File: config.mk
export PLATFORM = sky130hd
export DESIGN_NAME = boot_sequencer
export DESIGN_NICKNAME = d
export VERILOG_FILES = /design/src/rtl/boot_sequencer.sv
export SDC_FILE = /design/constraint.sdc
export NUM_CORES = 1
export LEC_CHECK = 0
export BUFFER_PORTS_ARGS = -buffer_cell sky130_fd_sc_hd__buf_2
export CORE_ASPECT_RATIO = 1.1
export CORE_UTILIZATION = 55
export DETAILED_ROUTE_END_ITERATION = 10
export GPL_ROUTABILITY_DRIVEN = 1
export HOLD_SLACK_MARGIN = 0.06
export PLACE_DENSITY = 0.86
export SETUP_SLACK_MARGIN = 0.2
export SKIP_CTS_REPAIR_TIMING = 1
export SYNTH_ARGS = -nofsm -noshare
export SYNTH_HDL_FRONTEND = slang
export SYNTH_SLANG_ARGS = --single-unit
File: constraint.sdc
create_clock -name clk -period 7.7 [get_ports clk]
set_input_delay 1.54 -clock clk [delete_from_list [all_inputs] [get_ports clk]]
set_output_delay 1.54 -clock clk [all_outputs]
set_load 0.01 [all_outputs]
File: src/rtl/boot_sequencer.sv
// Loads a program into instruction memory from a valid/ready word stream, then releases
// the CPU from reset for a fixed number of cycles and captures its result.
module boot_sequencer #(
  parameter int DATA_W       = 32,
  parameter int ADDR_W       = 5,
  parameter int RUN_CYCLES   = 35,
  parameter int LOAD_TIMEOUT = 255
) (
  input  logic              clk,
  input  logic              reset,
  input  logic              start,
  input  logic              abort,
  input  logic              load_valid,
  input  logic [DATA_W-1:0] load_data,
  output logic              load_ready,
  output logic              imem_we,
  output logic [ADDR_W-1:0] imem_addr,
  output logic [DATA_W-1:0] imem_wdata,
  output logic              cpu_reset,
  input  logic [DATA_W-1:0] cpu_result,
  output logic [DATA_W-1:0] result,
  output logic [DATA_W-1:0] checksum,
  output logic              busy,
  output logic              done,
  output logic              error
);

  localparam int RUN_W  = $clog2(RUN_CYCLES + 1);
  localparam int IDLE_W = $clog2(LOAD_TIMEOUT + 1);
  localparam logic [RUN_W-1:0]  RUN_LAST  = RUN_W'(RUN_CYCLES - 1);
  localparam logic [IDLE_W-1:0] IDLE_LAST = IDLE_W'(LOAD_TIMEOUT - 1);

  typedef enum logic [1:0] {S_IDLE, S_LOAD, S_RUN, S_DONE} state_t;

  state_t              state_q;
  logic [ADDR_W-1:0]   word_cnt_q;
  logic [IDLE_W-1:0]   idle_cnt_q;
  logic [RUN_W-1:0]    run_cnt_q;
  logic [DATA_W-1:0]   checksum_q;
  logic [DATA_W-1:0]   result_q;
  logic                error_q;
  logic                accept;

  assign accept     = (state_q == S_LOAD) && load_valid;
  assign load_ready = (state_q == S_LOAD);
  assign imem_we    = accept;
  // Address and data are forced to zero off-write so reset and idle cycles show a clean bus.
  assign imem_addr  = accept ? word_cnt_q : '0;
  assign imem_wdata = accept ? load_data : '0;
  assign cpu_reset  = (state_q != S_RUN);
  assign busy       = (state_q == S_LOAD) || (state_q == S_RUN);
  assign done       = (state_q == S_DONE);
  assign error      = error_q;
  assign result     = result_q;
  assign checksum   = checksum_q;

  always_ff @(posedge clk or negedge reset) begin
    if (!reset) begin
      state_q    <= S_IDLE;
      word_cnt_q <= '0;
      idle_cnt_q <= '0;
      run_cnt_q  <= '0;
      checksum_q <= '0;
      result_q   <= '0;
      error_q    <= 1'b0;
    end else begin
      case (state_q)
        S_IDLE, S_DONE: begin
          if (start) begin
            state_q    <= S_LOAD;
            word_cnt_q <= '0;
            idle_cnt_q <= '0;
            checksum_q <= '0;
            error_q    <= 1'b0;
          end
        end
        S_LOAD: begin
          if (accept) begin
            checksum_q <= checksum_q + load_data;
            word_cnt_q <= word_cnt_q + ADDR_W'(1);
            idle_cnt_q <= '0;
          end else begin
            idle_cnt_q <= idle_cnt_q + IDLE_W'(1);
          end
          // Priority: abort, then last word, then timeout (an accepted word never times out).
          if (abort) begin
            state_q <= S_IDLE;
          end else if (accept && (word_cnt_q == '1)) begin
            state_q   <= S_RUN;
            run_cnt_q <= '0;
          end else if (!accept && (idle_cnt_q == IDLE_LAST)) begin
            error_q <= 1'b1;
            state_q <= S_IDLE;
          end
        end
        S_RUN: begin
          if (abort) begin
            state_q <= S_IDLE;
          end else if (run_cnt_q == RUN_LAST) begin
            result_q <= cpu_result;
            state_q  <= S_DONE;
          end else begin
            run_cnt_q <= run_cnt_q + RUN_W'(1);
          end
        end
        default: state_q <= S_IDLE;
      endcase
    end
  end

endmodule

==> results.sh, run 1 <==
export IMPL_outcome="completed"
export IMPL_syn_avg_cell_area_um2=9.456
export IMPL_pwr_share_comb=0.506
export IMPL_synth_top_area_share=0.4028
export IMPL_path_clk_slew_ns=0.11
export IMPL_endpoint_kind="output pin"
export IMPL_synth_cell_type_count=61
export IMPL_cts_sinks=86
export IMPL_p_sw_frac=0.4474
export IMPL_syn_to_final_growth_pct=21.69
export IMPL_diodes=0
export IMPL_p_sw_uw=837.9
export IMPL_cp_slowest_stage_delay_ns=0.55
export IMPL_antenna_found_initial=1
export IMPL_critical_path_buf_inv_count=2
export IMPL_via_per_inst=5.870
export IMPL_worstSetupStartpoint="load_valid"
export IMPL_wl_per_cell_um=16.06
export IMPL_setup_violations=0
export IMPL_hold_violations=0
export IMPL_hold_path_class="reg -> reg"
export IMPL_chipWidth_um=95.97
export IMPL_coreArea_um2=9398
export IMPL_yosys_warnings=0
export IMPL_skew_ns=0.01774
export IMPL_rsz0062_at_grt="no"
export IMPL_worstSkewPairLatency_ns=0.37
export IMPL_grt_pass1_vias=4713
export IMPL_reg2reg_from="checksum[0]"
export IMPL_ys_async_sr_fraction=1.000
export IMPL_syn_cell_area_um2=5343
export IMPL_ys_seq_area_frac=0.4028
export IMPL_synth_edf_count=0
export IMPL_ios=176
export IMPL_reg2regPathDepth=11
export IMPL_grt_overflow=0
export IMPL_p_int_mw=1.035
export IMPL_tightest_slew_ns=1.193
export IMPL_fin_crit_sh=0.5376
export IMPL_path_max_fanout=45
export IMPL_vias=4995
export IMPL_power_frac_seq=0.323
export IMPL_crit_type="in -> out"
export IMPL_drive_above_1_share=0.2861
export IMPL_drtIter0Drc=245
export IMPL_htreeDepth=3
export IMPL_layout_nets=839
export IMPL_cts_tree="yes"
export IMPL_syn_instance_count=565
export IMPL_whs_ns=0.4886
export IMPL_hpwl_mm=10.01
export IMPL_antenna_left=0
export IMPL_synth_seq_cells=86
export IMPL_ys_top_cells_by_count="dfrtp_1, nand2_1, o21ai_1"
export IMPL_synth_area_leader_cell="dfrtp_1"
export IMPL_fillers=741
export IMPL_drc=0
export IMPL_cp_cell_sequence="buf_2 > and2_1 > buf_2"
export IMPL_placed_cell_area_um2=6304
export IMPL_cap_violations=0
export IMPL_cts_root_buffer="clkbuf_8"
export IMPL_port_buffers=175
export IMPL_synth_nets=675
export IMPL_cp_num_cells=3
export IMPL_cp_arrival_ns=2.60
export IMPL_cpMostUsedCell="buf_2"
export IMPL_startpoint_type="input port"
export IMPL_die_area_um2=10110
export IMPL_drv_slew=0
export IMPL_synthMostInstantiatedCell="dfrtp_1"
export IMPL_cp_top_family="buffers and inverters"
export IMPL_grt_use_total=0.2728
export IMPL_min_period_ns=4.139
export IMPL_die_h_um=105.4
export IMPL_power_total_mw=1.873
export IMPL_clock_fmax_mhz=241.6
export IMPL_slowest_stage="buf_2"
export IMPL_timing_setup_tns_ns=0
export IMPL_routed_wl_mm=13.67
export IMPL_synth_area_leaders="dfrtp_1, ha_1, mux2_1"
export IMPL_rrSetupSlack_ns=4.58
export IMPL_grt_max_degree=87
export IMPL_required_ns=6.16
export IMPL_routabilityCongestion=0.9549
export IMPL_ys_flop_type="dfrtp_1"
export IMPL_grt_pass1_wl_mm=21.49
export IMPL_relSlewSlack=0.2027
export IMPL_clockPowerShare=0.171
export IMPL_power_density_nw_per_um2=288.0
export IMPL_num_rows=37
export IMPL_rr_endpoint="checksum[30]"
export IMPL_leakagePower_nw=3.460
export IMPL_final_area_um2=6501
export IMPL_endpoint="imem_we"
export IMPL_cts_max_path_buffers=2
export IMPL_ir_worst_vdd_mv=0.1670
export IMPL_dr_pass1_iters=4
export IMPL_numCtsBuffers=9
export IMPL_start_util=0.5685
worst min path at each step:
stage                  start             to  slack, ns  cells after the start
2_1_floorplan  word_cnt_q[2]  word_cnt_q[2]       0.47                      1
3_3_place_gp       result[9]      result[9]       0.46                      1
6_report          result[22]     result[22]       0.49                      1
4_1_cts           result[24]     result[24]       0.49                      1
3_5_place_dp      result[23]     result[23]       0.47                      1
5_1_grt           result[16]     result[16]       0.50                      1
power by group through the flow:
| stage | Combinational (mW) | Sequential (mW) | Clock [mW] |
|---|---|---|---|
| 2_1_floorplan | 0.629 | 0.629 | 0 |
| 3_3_place_gp | 0.910 | 0.609 | 0 |
| 3_5_place_dp | 0.935 | 0.612 | 0 |
| 4_1_cts | 0.943 | 0.604 | 0.322 |
| 5_1_grt | 1.05 | 0.616 | 0.340 |
| 6_report | 0.947 | 0.606 | 0.320 |
metal layers:
| layer | wire length [µm] | GRT usage | share of wire | vias up |
|---|---|---|---|---|
| met5 | 0 | 0 | 0 | - |
| met2 | 6968 | 0.4658 | 0.51 | 182 |
| met3 | 827 | 0.05195 | 0.061 | 30 |
| li1 | - | - | - | 2393 |
| met4 | 282 | 0.1002 | 0.021 | 0 |
| met1 | 5587 | 0.3380 | 0.41 | 2390 |
sequential cells by signal (all words and copies together) (netlist names):
name	count
result	32
error	1
idle_cnt_q	8
checksum	32
word_cnt_q	5
run_cnt_q	6
state_q	2
cells by family after synthesis:
group,synth area share
xor gates and xnor gates,0.04262
buffers and inverters,0.02974
adders and majority gates,0.09742
DFF,0.4028
and+or+nand+nor,0.1710
AOI/OAI and AO/OA,0.1871
muxes,0.06932
cells in the final DEF, fill, tap and decap left out, types with 3 or more instances in the layout:
| cell type | netlist | final |
|---|---|---|
| buf_2 | 0 | 174 |
| dfrtp_1 | 86 | 86 |
| nand2_1 | 62 | 62 |
| o21ai_1 | 44 | 43 |
| and3_1 | 41 | 41 |
| ha_1 | 40 | 40 |
| a21oi_1 | 39 | 39 |
| mux2_1 | 32 | 32 |
| nor2_1 | 23 | 23 |
| nand3_1 | 16 | 16 |
| xor2_1 | 16 | 16 |
| inv_1 | 15 | 15 |
| nor3_1 | 14 | 13 |
| a21o_1 | 10 | 10 |
| xnor2_1 | 10 | 10 |
| clkbuf_8 | 0 | 9 |
| nand4_1 | 7 | 7 |
| o21a_1 | 6 | 6 |
| o211ai_1 | 5 | 5 |
| o21bai_1 | 5 | 5 |
| o31ai_1 | 4 | 4 |
| a22o_1 | 4 | 4 |
| nor2b_1 | 4 | 4 |
| a31oi_1 | 4 | 4 |
| buf_4 | 0 | 4 |
| and2_1 | 3 | 3 |
| a211o_1 | 3 | 3 |
| nand2b_1 | 3 | 3 |
| a211oi_1 | 3 | 3 |
area by class of cell:
cell class	instances	area (µm²)	share of cell area
clock buffer	9	123.9	0.01905
multi-input combinational	437	3040	0.4677
tap	117	146.4	0.02252
sequential	86	2152	0.3310
timing repair buffer	178	900.9	0.1386
inverter	17	63.81	0.009815
clock inverter	7	73.82	0.01135
metrics by stage:
stage | util | std cells | worst slack [ns]
after floorplan | - | 565 | 3.726
after global placement | 0.6708 | 835 | 3.466
after detailed placement | 0.6708 | 835 | 3.374
after CTS | 0.6918 | 851 | 3.594
after global routing | 0.6918 | 851 | 3.488
final | 0.6918 | 851 | 3.561
Power figures use the tool's default switching activity.
==> run 2: changes to the inputs <==
Settings changed: CORE_UTILIZATION 55 to 52, PLACE_DENSITY 0.86 to 0.82.
Clock period 7.7 ns to 4.14 ns, I/O delays scaled along.
==> run 2 against run 1 <==
Worst setup slack got worse by 2.7 ns. Global-route usage decreased by 1.7 points. Design area increased by 0.75%. Hold slack improved by 0.0011 ns. First-iteration DRC count increased by 24%. Combinational power increased by 86%. Clock power increased by 120%. Sequential power increased by 86%.
==> results.sh, run 2 (synthesized netlist as in run 1, its figures left out) <==
export IMPL_drv_slew=0
export IMPL_setup_violations=0
export IMPL_cap_violations=0
export IMPL_worstHoldPathCells=1
export IMPL_antenna_left=0
export IMPL_timing_setup_tns_ns=0
export IMPL_fin_crit_sh=0.7934
export IMPL_grt_overflow=0
export IMPL_grt_pass1_wl_mm=21.91
export IMPL_final_common_cell="buf_2"
export IMPL_grt_pass1_vias=4852
export IMPL_hpwl_mm=10.04
export IMPL_cts_tree="yes"
export IMPL_m1WireLength_mm=5.566
export IMPL_startpoint_type="input port"
export IMPL_required_ns=4.41
export IMPL_met3_wirelength_um=674
export IMPL_vias=4920
export IMPL_seqCellArea_um2=2152
export IMPL_reg2regPathDepth=11
export IMPL_crit_type="in -> reg"
export IMPL_cts_root_buffer="clkbuf_8"
export IMPL_wl_per_cell_um=15.96
export IMPL_htreeDepth=3
export IMPL_whs_ns=0.4898
export IMPL_via_per_inst=5.754
export IMPL_start_util=0.5376
export IMPL_min_from="result[5]"
export IMPL_chipWidth_um=98.65
export IMPL_clock_fmax_mhz=304.4
export IMPL_cts_max_path_buffers=2
export IMPL_path_clk_slew_ns=0.10
export IMPL_hold_path_class="reg -> reg"
export IMPL_diodes=0
export IMPL_worstSkewPairLatency_ns=0.37
export IMPL_skew_ns=0.01300
export IMPL_coreArea_um2=9937
export IMPL_cts_sinks=86
export IMPL_relSlewSlack=0.2668
export IMPL_antenna_found_initial=0
export IMPL_utilization=0.6592
export IMPL_numCtsBuffers=9
export IMPL_grt_max_degree=87
export IMPL_num_rows=38
export IMPL_tightest_slew_ns=1.100
export IMPL_fillers=825
export IMPL_reg2reg_from="checksum[0]"
export IMPL_drc=0
export IMPL_cp_arrival_ns=3.55
export IMPL_ir_worst_vdd_mv=0.3046
export IMPL_die_h_um=108.3
export IMPL_grt_use_total=0.2557
export IMPL_rsz0062_at_grt="no"
export IMPL_power_total_mw=3.592
export IMPL_outcome="completed"
export IMPL_leakagePower_nw=3.483
export IMPL_wl_met2_mm=7.069
export IMPL_port_buffers=175
export IMPL_power_density_nw_per_um2=548.5
export IMPL_drive_above_1_share=0.2871
export IMPL_multi_input_area_um2=3040
export IMPL_routed_wl_mm=13.65
export IMPL_layout_nets=840
export IMPL_min_period_ns=3.285
export IMPL_hold_path_end="result[5]"
export IMPL_path_max_fanout=6
export IMPL_routed_top_layer="met4"
export IMPL_drtIter0Drc=303
export IMPL_hold_violations=0
export IMPL_die_area_um2=10680
export IMPL_endpoint_kind="flop"
export IMPL_ios=176
export IMPL_dr_pass1_iters=4
export IMPL_routabilityCongestion=0.8599
export IMPL_rrSetupSlack_ns=1.02
export IMPL_fin_ws_ns=0.8553
export IMPL_syn_to_final_growth_pct=22.60
export IMPL_layout_common_cells="buf_2, dfrtp_1, nand2_1"
export IMPL_rr_endpoint="checksum[30]"
export IMPL_preCtsSetupSlack_ns=0.4736
[run 2: where the power goes]
part           total (mW)  switching [mW]  internal, mW
clock network       0.711           0.344         0.367
logic                1.76            1.06         0.697
registers            1.13           0.133         0.992
[run 2: layout make-up]
| type | count | share of cell area |
|---|---|---|
| multi-input cells | 437 | 0.4642 |
| well taps | 120 | 0.02292 |
| clock inverters | 6 | 0.01490 |
| flip-flops and latches | 86 | 0.3286 |
| inverters | 17 | 0.009742 |
| repair buffers | 179 | 0.1387 |
| clock buffers | 10 | 0.02101 |
[run 2: worst max-delay path by stage]
stage               slack, ns         start  cells past startpoint            to
floorplan                0.91  load_data[0]                     11  checksum[30]
global placement         0.60  load_data[0]                     12  checksum[30]
detailed placement       0.47  load_data[0]                     12  checksum[30]
CTS                      0.89  load_data[0]                     12  checksum[30]
global route             0.62  load_data[0]                     12  checksum[30]
finish                   0.86  load_data[0]                     12  checksum[30]
[run 2: per-stage QoR]
stage | cells | instance area [µm²]
6_report | 855 | 6550
5_1_grt | 855 | 6550
4_1_cts | 855 | 6550
3_5_place_dp | 839 | 6315
3_3_place_gp | 839 | 6315
2_1_floorplan | 565 | 5343
[run 2: layer usage]
layer | global-route usage | vias to the layer above
li1 | - | 2380
met1 | 0.2939 | 2363
met2 | 0.4638 | 146
met3 | 0.05042 | 31
met4 | 0.1119 | 0
met5 | 0 | -
[run 2: critical path: stages]
cell and delay [ns]:
buf_2 0.10, ha_1 0.20, inv_1 0.07, fa_1 0.38
nor2b_1 0.22, o31a_2 0.19, o2bb2ai_1 0.12, o31a_1 0.38
o211ai_2 0.25, nand4_1 0.25, o2111a_1 0.32, a221o_1 0.25
